`src/rtl/traffic_sched.sv`:
```
// Two-street traffic light controller with a pedestrian all-red walk phase.
// Moore outputs decoded from the registered state; a 4-bit saturating timer paces each phase.
module traffic_sched #(
  parameter int unsigned GREEN_MIN = 4,
  parameter int unsigned GREEN_MAX = 12,
  parameter int unsigned YELLOW_T  = 2,
  parameter int unsigned WALK_T    = 3
) (
  input  logic       clk,
  input  logic       reset,
  input  logic       ta,
  input  logic       tb,
  input  logic       ped_req,
  output logic [1:0] la,
  output logic [1:0] lb,
  output logic       walk,
  output logic       ped_ack,
  output logic [2:0] phase
);

  typedef enum logic [2:0] {
    S_AG   = 3'd0,
    S_AY   = 3'd1,
    S_BG   = 3'd2,
    S_BY   = 3'd3,
    S_WALK = 3'd4
  } state_e;

  typedef enum logic [1:0] {
    L_GREEN  = 2'b00,
    L_YELLOW = 2'b01,
    L_RED    = 2'b10
  } light_e;

  typedef enum logic {
    DIR_A = 1'b0,
    DIR_B = 1'b1
  } dir_e;

  // Last timer value of each phase; the timer reads 0 in a phase's first cycle.
  localparam logic [3:0] GMIN_LAST = 4'(GREEN_MIN - 1);
  localparam logic [3:0] GMAX_LAST = 4'(GREEN_MAX - 1);
  localparam logic [3:0] YEL_LAST  = 4'(YELLOW_T - 1);
  localparam logic [3:0] WALK_LAST = 4'(WALK_T - 1);

  state_e     state_q, state_d;
  logic [3:0] timer_q, timer_d;
  logic       ped_pend_q, ped_pend_d;
  dir_e       next_dir_q, next_dir_d;
  logic       ped_ack_q, ped_ack_d;
  logic       enter_walk;
  light_e     la_c, lb_c;

  // NOTE: every variable assigned in this block gets a default first, so no path leaves it unassigned and no latch is inferred.
  always_comb begin
    state_d    = state_q;
    next_dir_d = next_dir_q;
    unique case (state_q)
      S_AG: begin
        if (timer_q >= GMIN_LAST && (tb || ped_pend_q) && (!ta || timer_q >= GMAX_LAST))
          state_d = S_AY;
      end
      S_AY: begin
        if (timer_q == YEL_LAST) begin
          if (ped_pend_q) begin
            state_d    = S_WALK;
            next_dir_d = DIR_B;
          end else begin
            state_d = S_BG;
          end
        end
      end
      S_BG: begin
        if (timer_q >= GMIN_LAST && (ta || ped_pend_q) && (!tb || timer_q >= GMAX_LAST))
          state_d = S_BY;
      end
      S_BY: begin
        if (timer_q == YEL_LAST) begin
          if (ped_pend_q) begin
            state_d    = S_WALK;
            next_dir_d = DIR_A;
          end else begin
            state_d = S_AG;
          end
        end
      end
      S_WALK: begin
        if (timer_q == WALK_LAST)
          state_d = (next_dir_q == DIR_A) ? S_AG : S_BG;
      end
      default: state_d = S_AG;
    endcase

    enter_walk = (state_d == S_WALK) && (state_q != S_WALK);

    // Entering WALK services the request, so the clear outranks a same-cycle set.
    ped_pend_d = ped_pend_q;
    if (enter_walk)
      ped_pend_d = 1'b0;
    else if (ped_req && state_q != S_WALK)
      ped_pend_d = 1'b1;

    ped_ack_d = enter_walk;

    if (state_d != state_q)
      timer_d = 4'd0;
    else if (timer_q == 4'hF)
      timer_d = timer_q;
    else
      timer_d = timer_q + 4'd1;
  end

  // NOTE: state registers use non-blocking assignments so every flop samples pre-edge values.
  always_ff @(posedge clk) begin
    if (reset) begin
      state_q    <= S_AG;
      timer_q    <= 4'd0;
      ped_pend_q <= 1'b0;
      next_dir_q <= DIR_B;
      ped_ack_q  <= 1'b0;
    end else begin
      state_q    <= state_d;
      timer_q    <= timer_d;
      ped_pend_q <= ped_pend_d;
      next_dir_q <= next_dir_d;
      ped_ack_q  <= ped_ack_d;
    end
  end

  always_comb begin
    la_c = L_RED;
    lb_c = L_RED;
    walk = 1'b0;
    unique case (state_q)
      S_AG:    la_c = L_GREEN;
      S_AY:    la_c = L_YELLOW;
      S_BG:    lb_c = L_GREEN;
      S_BY:    lb_c = L_YELLOW;
      S_WALK:  walk = 1'b1;
      default: ;
    endcase
  end

  assign la      = la_c;
  assign lb      = lb_c;
  assign ped_ack = ped_ack_q;
  assign phase   = state_q;

endmodule

```
`config.mk`:
```
export PLATFORM = sky130hd
export DESIGN_NAME = traffic_sched
export DESIGN_NICKNAME = d
export VERILOG_FILES = /design/src/rtl/traffic_sched.sv
export SDC_FILE = /design/constraint.sdc
export NUM_CORES = 1
export LEC_CHECK = 0
export BUFFER_PORTS_ARGS = -buffer_cell sky130_fd_sc_hd__buf_2
export CORE_AREA = 2 2 42 52
export CTS_CLUSTER_SIZE = 16
export DETAILED_ROUTE_END_ITERATION = 10
export DIE_AREA = 0 0 44 54
export PLACE_DENSITY_LB_ADDON = 0.12
export SLEW_MARGIN = 20
export SYNTH_ARGS = -nofsm -noshare
export SYNTH_HDL_FRONTEND = slang
export SYNTH_SLANG_ARGS = --single-unit
```
`constraint.sdc`:
```
create_clock -name clk -period 2.4 [get_ports clk]
set_clock_uncertainty 0.2 [all_clocks]
set_input_delay 0.36 -clock clk [delete_from_list [all_inputs] [get_ports clk]]
set_output_delay 0.36 -clock clk [all_outputs]
set_load 0.01 [all_outputs]
```
**Word-level counts from Yosys, hierarchy flattened**

Cells that the tools add are included.

- Bits in registers: 10
- Word-level logic and storage cells: 56

- Add/subtract/negate cells: 1
- $lt $le $gt $ge: 2
- Equal/unequal tests: 14
- Muxes and demuxes: 17
- Reduce and logical (&&, ||, !) cells: 17

Operators by type and width:

| operator | count |
|---|---|
| 3-bit 2-to-1 mux | 7 |
| 3-bit case mux with 5 select lines | 1 |
| 2-bit != test, second input constant | 4 |
| 2-bit case mux with 2 select lines | 2 |
| 3-bit by 2-bit == test with 1-bit output, second input constant | 2 |
| 3-bit == test, second input constant | 2 |
| 1-bit logical AND | 6 |
| 1-bit 2-to-1 mux | 5 |
| 5-bit AND reduction | 1 |
| 4-bit by 1-bit adder with 4-bit output, second input constant | 1 |
| 4-bit by 1-bit == test with 1-bit output, second input constant | 1 |
| 4-bit by 2-bit == test with 1-bit output, second input constant | 1 |
| 4-bit == test, second input constant | 1 |
| 4-bit by 2-bit >= comparator with 1-bit output, second input constant | 1 |
| 4-bit >= comparator, second input constant | 1 |
| 1-bit logical OR | 4 |
| 2-bit OR reduction | 2 |
| 3-bit by 1-bit == test with 1-bit output, second input constant | 1 |
| 3-bit logical NOT | 1 |
| 3-bit != test | 1 |
| 3-bit != test, second input constant | 1 |
| 1-bit logical NOT | 2 |
| 2-bit 2-to-1 mux | 1 |
| 1-bit case mux with 2 select lines | 1 |
| 2-bit nonzero test | 1 |

**Logic depth before layout (Yosys ltp)**

- Word-level depth: 8
- Depth in mapped cells: 5
- Mapped depth without buffers: 5

**Least setup slack after synthesis**

Ideal clock, no wire load.

- Path kind: flip-flop to flip-flop
- From: reg timer_q[0]
- To: reg timer_q[2]
- Data arrival time: 1.329 ns
- Slack: 0.798 ns
- Cell stages (with the launch flop): 6
- Clock period less this slack: 1.602 ns
- Cell sequence: dfxtp_1 ha_1 or3_1 o211ai_1 o221ai_2 nor3_2

- Cells in the longest elaborated chain, start to end: 7
- Elaborated cells on any way between the ends: 20
- Classes of those cells: add/sub (1); order compare (2); eq/ne (4); mux (6); reduce/logical (7)

Ends and longest elaborated chain:

| element | RTL line | source |
|---|---|---|
| start, declared | 47 | `logic [3:0] timer_q, timer_d;` |
| start signal, assigned | 123 | `timer_q <= timer_d;` |
| 4-bit by 2-bit >= comparator with 1-bit output / 4-bit >= comparator (equally long branches) | 60, 74 |  |
| 1-bit logical AND, or another cell as far along | 74 | `if (timer_q >= GMIN_LAST && (ta \|\| ped_pend_q) && (!tb \|\| timer_q >= GMAX_LAST))` |
| 1-bit logical AND, on equally long branches | 74, 60 |  |
| 3-bit 2-to-1 mux, on equally long branches | 74, 60 |  |
| 3-bit case mux with 5 select lines | 58 | `unique case (state_q)` |
| 3-bit != test | 105 | `if (state_d != state_q)` |
| 2-bit OR reduction (no line) | n/a |  |

Several ways; a longest one is shown, not always the timed one.
A chain may end at the register's enable or synchronous reset.

**Worst setup path after layout**

- From: reg state_q[0], in the netlist phase[0]
- To: out lb[0]

- Cells in the longest elaborated chain, start to end: 2
- Elaborated cells on any way between the ends: 3
- Classes of those cells: eq/ne (2); mux (1)

Ends and longest elaborated chain:

| element | RTL line | source |
|---|---|---|
| start, declared | 46 | `state_e state_q, state_d;` |
| start signal, assigned | 122 | `state_q <= state_d;` |
| 3-bit by 2-bit == test with 1-bit output | 134 | `unique case (state_q)` |
| 2-bit case mux with 2 select lines (*) | 134 |  |
| end, declared | 15 | `output logic [1:0] lb,` |

Every way passes the cells marked *; elsewhere a longest branch is shown, timed or not.

==> impl_results.html <==
<table>
<tr><th>Metric</th><th>Value</th></tr>
<tr><th colspan="2">Timing</th></tr>
<tr><td>Finish-stage setup viols</td><td>0</td></tr>
<tr><td>Aggregate negative setup slack</td><td>0 ns</td></tr>
<tr><td>Final hold violations</td><td>0</td></tr>
<tr><td>Count of pins over their slew limit</td><td>0</td></tr>
<tr><td>Fin worst setup slack</td><td>about 0.55 ns</td></tr>
<tr><td>RSZ-0062 raised after global routing</td><td>false</td></tr>
<tr><td>Worst hold-check slack</td><td>0.135 ns</td></tr>
<tr><td>Shortest clock period the worst path allows after layout</td><td>between 1.5 and 2 ns</td></tr>
<tr><td>Final period utilization</td><td>just under 80%</td></tr>
<tr><td>Maximum clock frequency</td><td>between 500 and 600 MHz</td></tr>
<tr><td>Tightest slew margin relative to the limit</td><td>72.8%</td></tr>
<tr><td>Least-Margin Pin Slew</td><td>0.407 ns</td></tr>
<tr><th colspan="2">Setup path</th></tr>
<tr><td>Capturing element type of the critical path</td><td>primary output</td></tr>
<tr><td>CP startpoint</td><td>phase[0]$_SDFF_PP0_</td></tr>
<tr><td>CP max-delay cell</td><td>sky130_fd_sc_hd__dfxtp_1</td></tr>
<tr><td>Critical path startpoint category</td><td>flip-flop</td></tr>
<tr><td>Highest cell delay on the worst timing path</td><td>between 0.4 and 0.5 ns</td></tr>
<tr><td>Ordered list of cells on the worst path</td><td>and2b_1 -&gt; and2_2 -&gt; buf_2</td></tr>
<tr><td>Data arrival time of the worst path</td><td>1.29 ns</td></tr>
<tr><td>Worst-path maximum fanout</td><td>9</td></tr>
<tr><td>RR Startpoint</td><td>phase[1]$_SDFF_PP0_</td></tr>
<tr><td>Crit path required time</td><td>1.84 ns</td></tr>
<tr><td>Critical path type</td><td>flip-flop to primary output</td></tr>
<tr><th colspan="2">Synth</th></tr>
<tr><td>Average size of a mapped cell</td><td>9.16 um2</td></tr>
<tr><td>FF+latch count, synth</td><td>10</td></tr>
<tr><td>Syn Inst Count</td><td>68</td></tr>
<tr><td>Largest cells by area after synthesis</td><td>sky130_fd_sc_hd__dfxtp_1 (32%), sky130_fd_sc_hd__ha_1 (6.0%), sky130_fd_sc_hd__nor2_1 (4.8%)</td></tr>
<tr><td>Number of distinct library cells after synthesis</td><td>34</td></tr>
<tr><td>Warnings from Yosys</td><td>0</td></tr>
<tr><td>Post-synth top area share</td><td>32.1%</td></tr>
<tr><td>Net Count, Synth</td><td>between 70 and 80</td></tr>
<tr><td>Sequential area share after synthesis</td><td>32.1%</td></tr>
<tr><td>Number of enable flip-flop cells after synthesis</td><td>0</td></tr>
<tr><td>Leading area contributor after synthesis</td><td>sky130_fd_sc_hd__dfxtp_1</td></tr>
<tr><td>Primary FF master, synth</td><td>sky130_fd_sc_hd__dfxtp_1</td></tr>
<tr><td>Ys async rst share</td><td>0%</td></tr>
<tr><td>Summed instance area of the synthesized netlist</td><td>623 um2</td></tr>
<tr><th colspan="2">Global routing</th></tr>
<tr><td>Number of global-route vias before repair</td><td>between 400 and 500</td></tr>
<tr><td>Global-route total usage across every layer</td><td>about 13%</td></tr>
<tr><td>Pin count of the biggest net entering global routing</td><td>11</td></tr>
<tr><td>Wire length of the first global-routing pass</td><td>between 2000 and 2500 um</td></tr>
<tr><td>Overflow left after global routing</td><td>0</td></tr>
<tr><td>Antenna violations before repair</td><td>0</td></tr>
<tr><th colspan="2">Placed design</th></tr>
<tr><td>Routability-driven placement congestion ratio</td><td>roughly 0.70</td></tr>
<tr><td>Worst slack, placed</td><td>0.633 ns</td></tr>
<tr><td>Final HPWL DP</td><td>968 um</td></tr>
<tr><td>Number of cells in the design after placement</td><td>99</td></tr>
<tr><td>Number of I/O port buffers</td><td>13</td></tr>
<tr><td>Placement Cell Area</td><td>691 um2</td></tr>
<tr><th colspan="2">Layout</th></tr>
<tr><td>Util after Layout</td><td>approximately 38%</td></tr>
<tr><td>Final nets</td><td>92</td></tr>
<tr><td>Relative area change from synthesis to final layout</td><td>16.7%</td></tr>
<tr><td>Filler-free cell count of the finished design</td><td>103</td></tr>
<tr><td>Total of fill cells in the finished design</td><td>205</td></tr>
<tr><td>Antenna diode count</td><td>0</td></tr>
<tr><td>Share of final-layout standard cells stronger than drive strength 1</td><td>32.5%</td></tr>
<tr><td>Post-route cell area</td><td>727 um2</td></tr>
<tr><th colspan="2">Die</th></tr>
<tr><td>Io pins</td><td>14</td></tr>
<tr><td>Initial core utilization</td><td>between 30% and 40%</td></tr>
<tr><td>Placeable core area</td><td>around 1900 um2</td></tr>
<tr><td>Die Y</td><td>54 um</td></tr>
<tr><td>Num rows</td><td>18</td></tr>
<tr><td>Floorplan die width</td><td>around 44 um</td></tr>
<tr><td>Total die area</td><td>about 2400 um2</td></tr>
<tr><th colspan="2">Clock tree</th></tr>
<tr><td>Clock tree from TritonCTS</td><td>yes</td></tr>
<tr><td># H-tree levels</td><td>1</td></tr>
<tr><td>TritonCTS Buffers</td><td>3</td></tr>
<tr><td>Clock latency of the later-clocked register in the worst-skew pair</td><td>roughly 0.28 ns</td></tr>
<tr><td>Deepest clock path buffer count</td><td>2</td></tr>
<tr><td>Clk sinks</td><td>10</td></tr>
<tr><td>Number of gates resized after CTS</td><td>0</td></tr>
<tr><td>Buffers inserted by post-CTS timing repair</td><td>0</td></tr>
<tr><td>Master cell of the clock root buffer</td><td>sky130_fd_sc_hd__clkbuf_4</td></tr>
<tr><td>Clock Pin Slew Worst Setup and Hold Paths</td><td>around 0.070 ns</td></tr>
<tr><td>Hold buffers post-CTS</td><td>0</td></tr>
<tr><th colspan="2">Outcome</th></tr>
<tr><td>Result of the run</td><td>finished, final reports clean</td></tr>
<tr><th colspan="2">Pwr</th></tr>
<tr><td>Power Total</td><td>about 410 uW</td></tr>
<tr><td>IR drop worst, VDD</td><td>between 200 and 300 uV</td></tr>
<tr><td>Static leakage</td><td>0.305 nW</td></tr>
<tr><td>Pwr dens</td><td>563 nW/um2</td></tr>
<tr><th colspan="2">Drt</th></tr>
<tr><td>Total length of routed wires</td><td>1300 um</td></tr>
<tr><td>Total number of vias</td><td>538</td></tr>
<tr><td>Starting DRC count in detailed routing</td><td>17</td></tr>
<tr><td>Final ANT Viol Nets</td><td>0</td></tr>
<tr><td>Post-detailed-route via-to-cell ratio</td><td>5.22</td></tr>
<tr><td>Average wire per cell in the routed design</td><td>about 13 um</td></tr>
<tr><td>DR pass1 iterations</td><td>4</td></tr>
<tr><td>Number of remaining DRC errors</td><td>0</td></tr>
<tr><th colspan="2">Min path</th></tr>
<tr><td>Hold WC Path Type</td><td>input port to flip-flop</td></tr>
<tr><td>Min-Delay Startpoint</td><td>reset</td></tr>
<tr><th colspan="2">Flow run</th></tr>
<tr><td>Max-capacitance violation count</td><td>0</td></tr>
</table>
-- critical path: cells and delay by family (launching register included) --
kind / cells / cell delay, ns
simple gates: 2 / 0.40
buf+inv: 1 / 0.12
flops: 1 / 0.48
-- placed cells by master, fill, tap and decap left out, drive strengths merged, types with 2 or more instances in the layout --
master	instances
a211oi	3
nand2	4
o21ai	2
clkbuf	4
and2	2
buf	13
nor3	2
dfxtp	10
ha	3
nand3	3
nor3b	2
nor2	9
a21oi	4
inv	5
a31oi	2
nand4	2
-- path summary, 6_finish.rpt --
| kind | end | slack, ns | depth (start not counted) |
|---|---|---|---|
| min reg2reg | next_dir_q$_SDFFE_PP1P_ | 0.28 | 1 |
| min | phase[1]$_SDFF_PP0_ | 0.14 | 2 |
| max | lb[0] | 0.55 | 3 |
| max reg2reg | timer_q[0]$_SDFFE_PP0P_ | 0.63 | 4 |
-- routing by layer --
metal	vias up	track usage (%)	routed length, um
met5	-	0	0
met4	0	12.1	54
met3	5	3.02	74
met2	18	18.4	583
met1	238	15.7	588
li1	277	-	-
-- power by group --
part           switching [mW]  leakage [nW]  internal [mW]
Combinational          0.0324         0.203         0.0285
Clock                  0.0689        0.0210         0.0924
Sequential             0.0135        0.0815          0.174
Total                   0.115         0.305          0.295
-- synthesized netlist by cell type, types with 2 or more instances --
library cell / n
sky130_fd_sc_hd__a211oi_2: 2
sky130_fd_sc_hd__ha_1: 3
sky130_fd_sc_hd__buf_6: 2
sky130_fd_sc_hd__nand2_1: 4
sky130_fd_sc_hd__inv_1: 5
sky130_fd_sc_hd__nand4_1: 2
sky130_fd_sc_hd__dfxtp_1: 10
sky130_fd_sc_hd__a21oi_1: 4
sky130_fd_sc_hd__a31oi_1: 2
sky130_fd_sc_hd__nand3_1: 3
sky130_fd_sc_hd__nor2_1: 8
-- area by class of cell --
| cell class | instances | area, um2 | area share (%) |
|---|---|---|---|
| well taps | 20 | 25.0 | 3.44 |
| flip-flops and latches | 10 | 200 | 27.5 |
| clock buffers | 4 | 36.3 | 4.99 |
| repair buffers | 13 | 65.1 | 8.95 |
| inverters | 5 | 18.8 | 2.58 |
| multi-input cells | 51 | 382 | 52.5 |
-- registers in the layout, summed over array words and instances, names as in the netlist --
register / count
timer_q: 4
phase: 3
next_dir_q: 1
ped_ack: 1
ped_pend_q: 1
-- cells by family after synthesis --
family          count (synthesis)  synth area share, %
flops                          10                 32.1
fa+ha+maj                       3                 6.02
mux                             2                 4.62
compound gates                 17                 24.1
xor+xnor                        1                 1.41
simple gates                   28                 25.1
buf+inv                         7                 6.63
No activity file was read; power rests on OpenSTA's default activity.
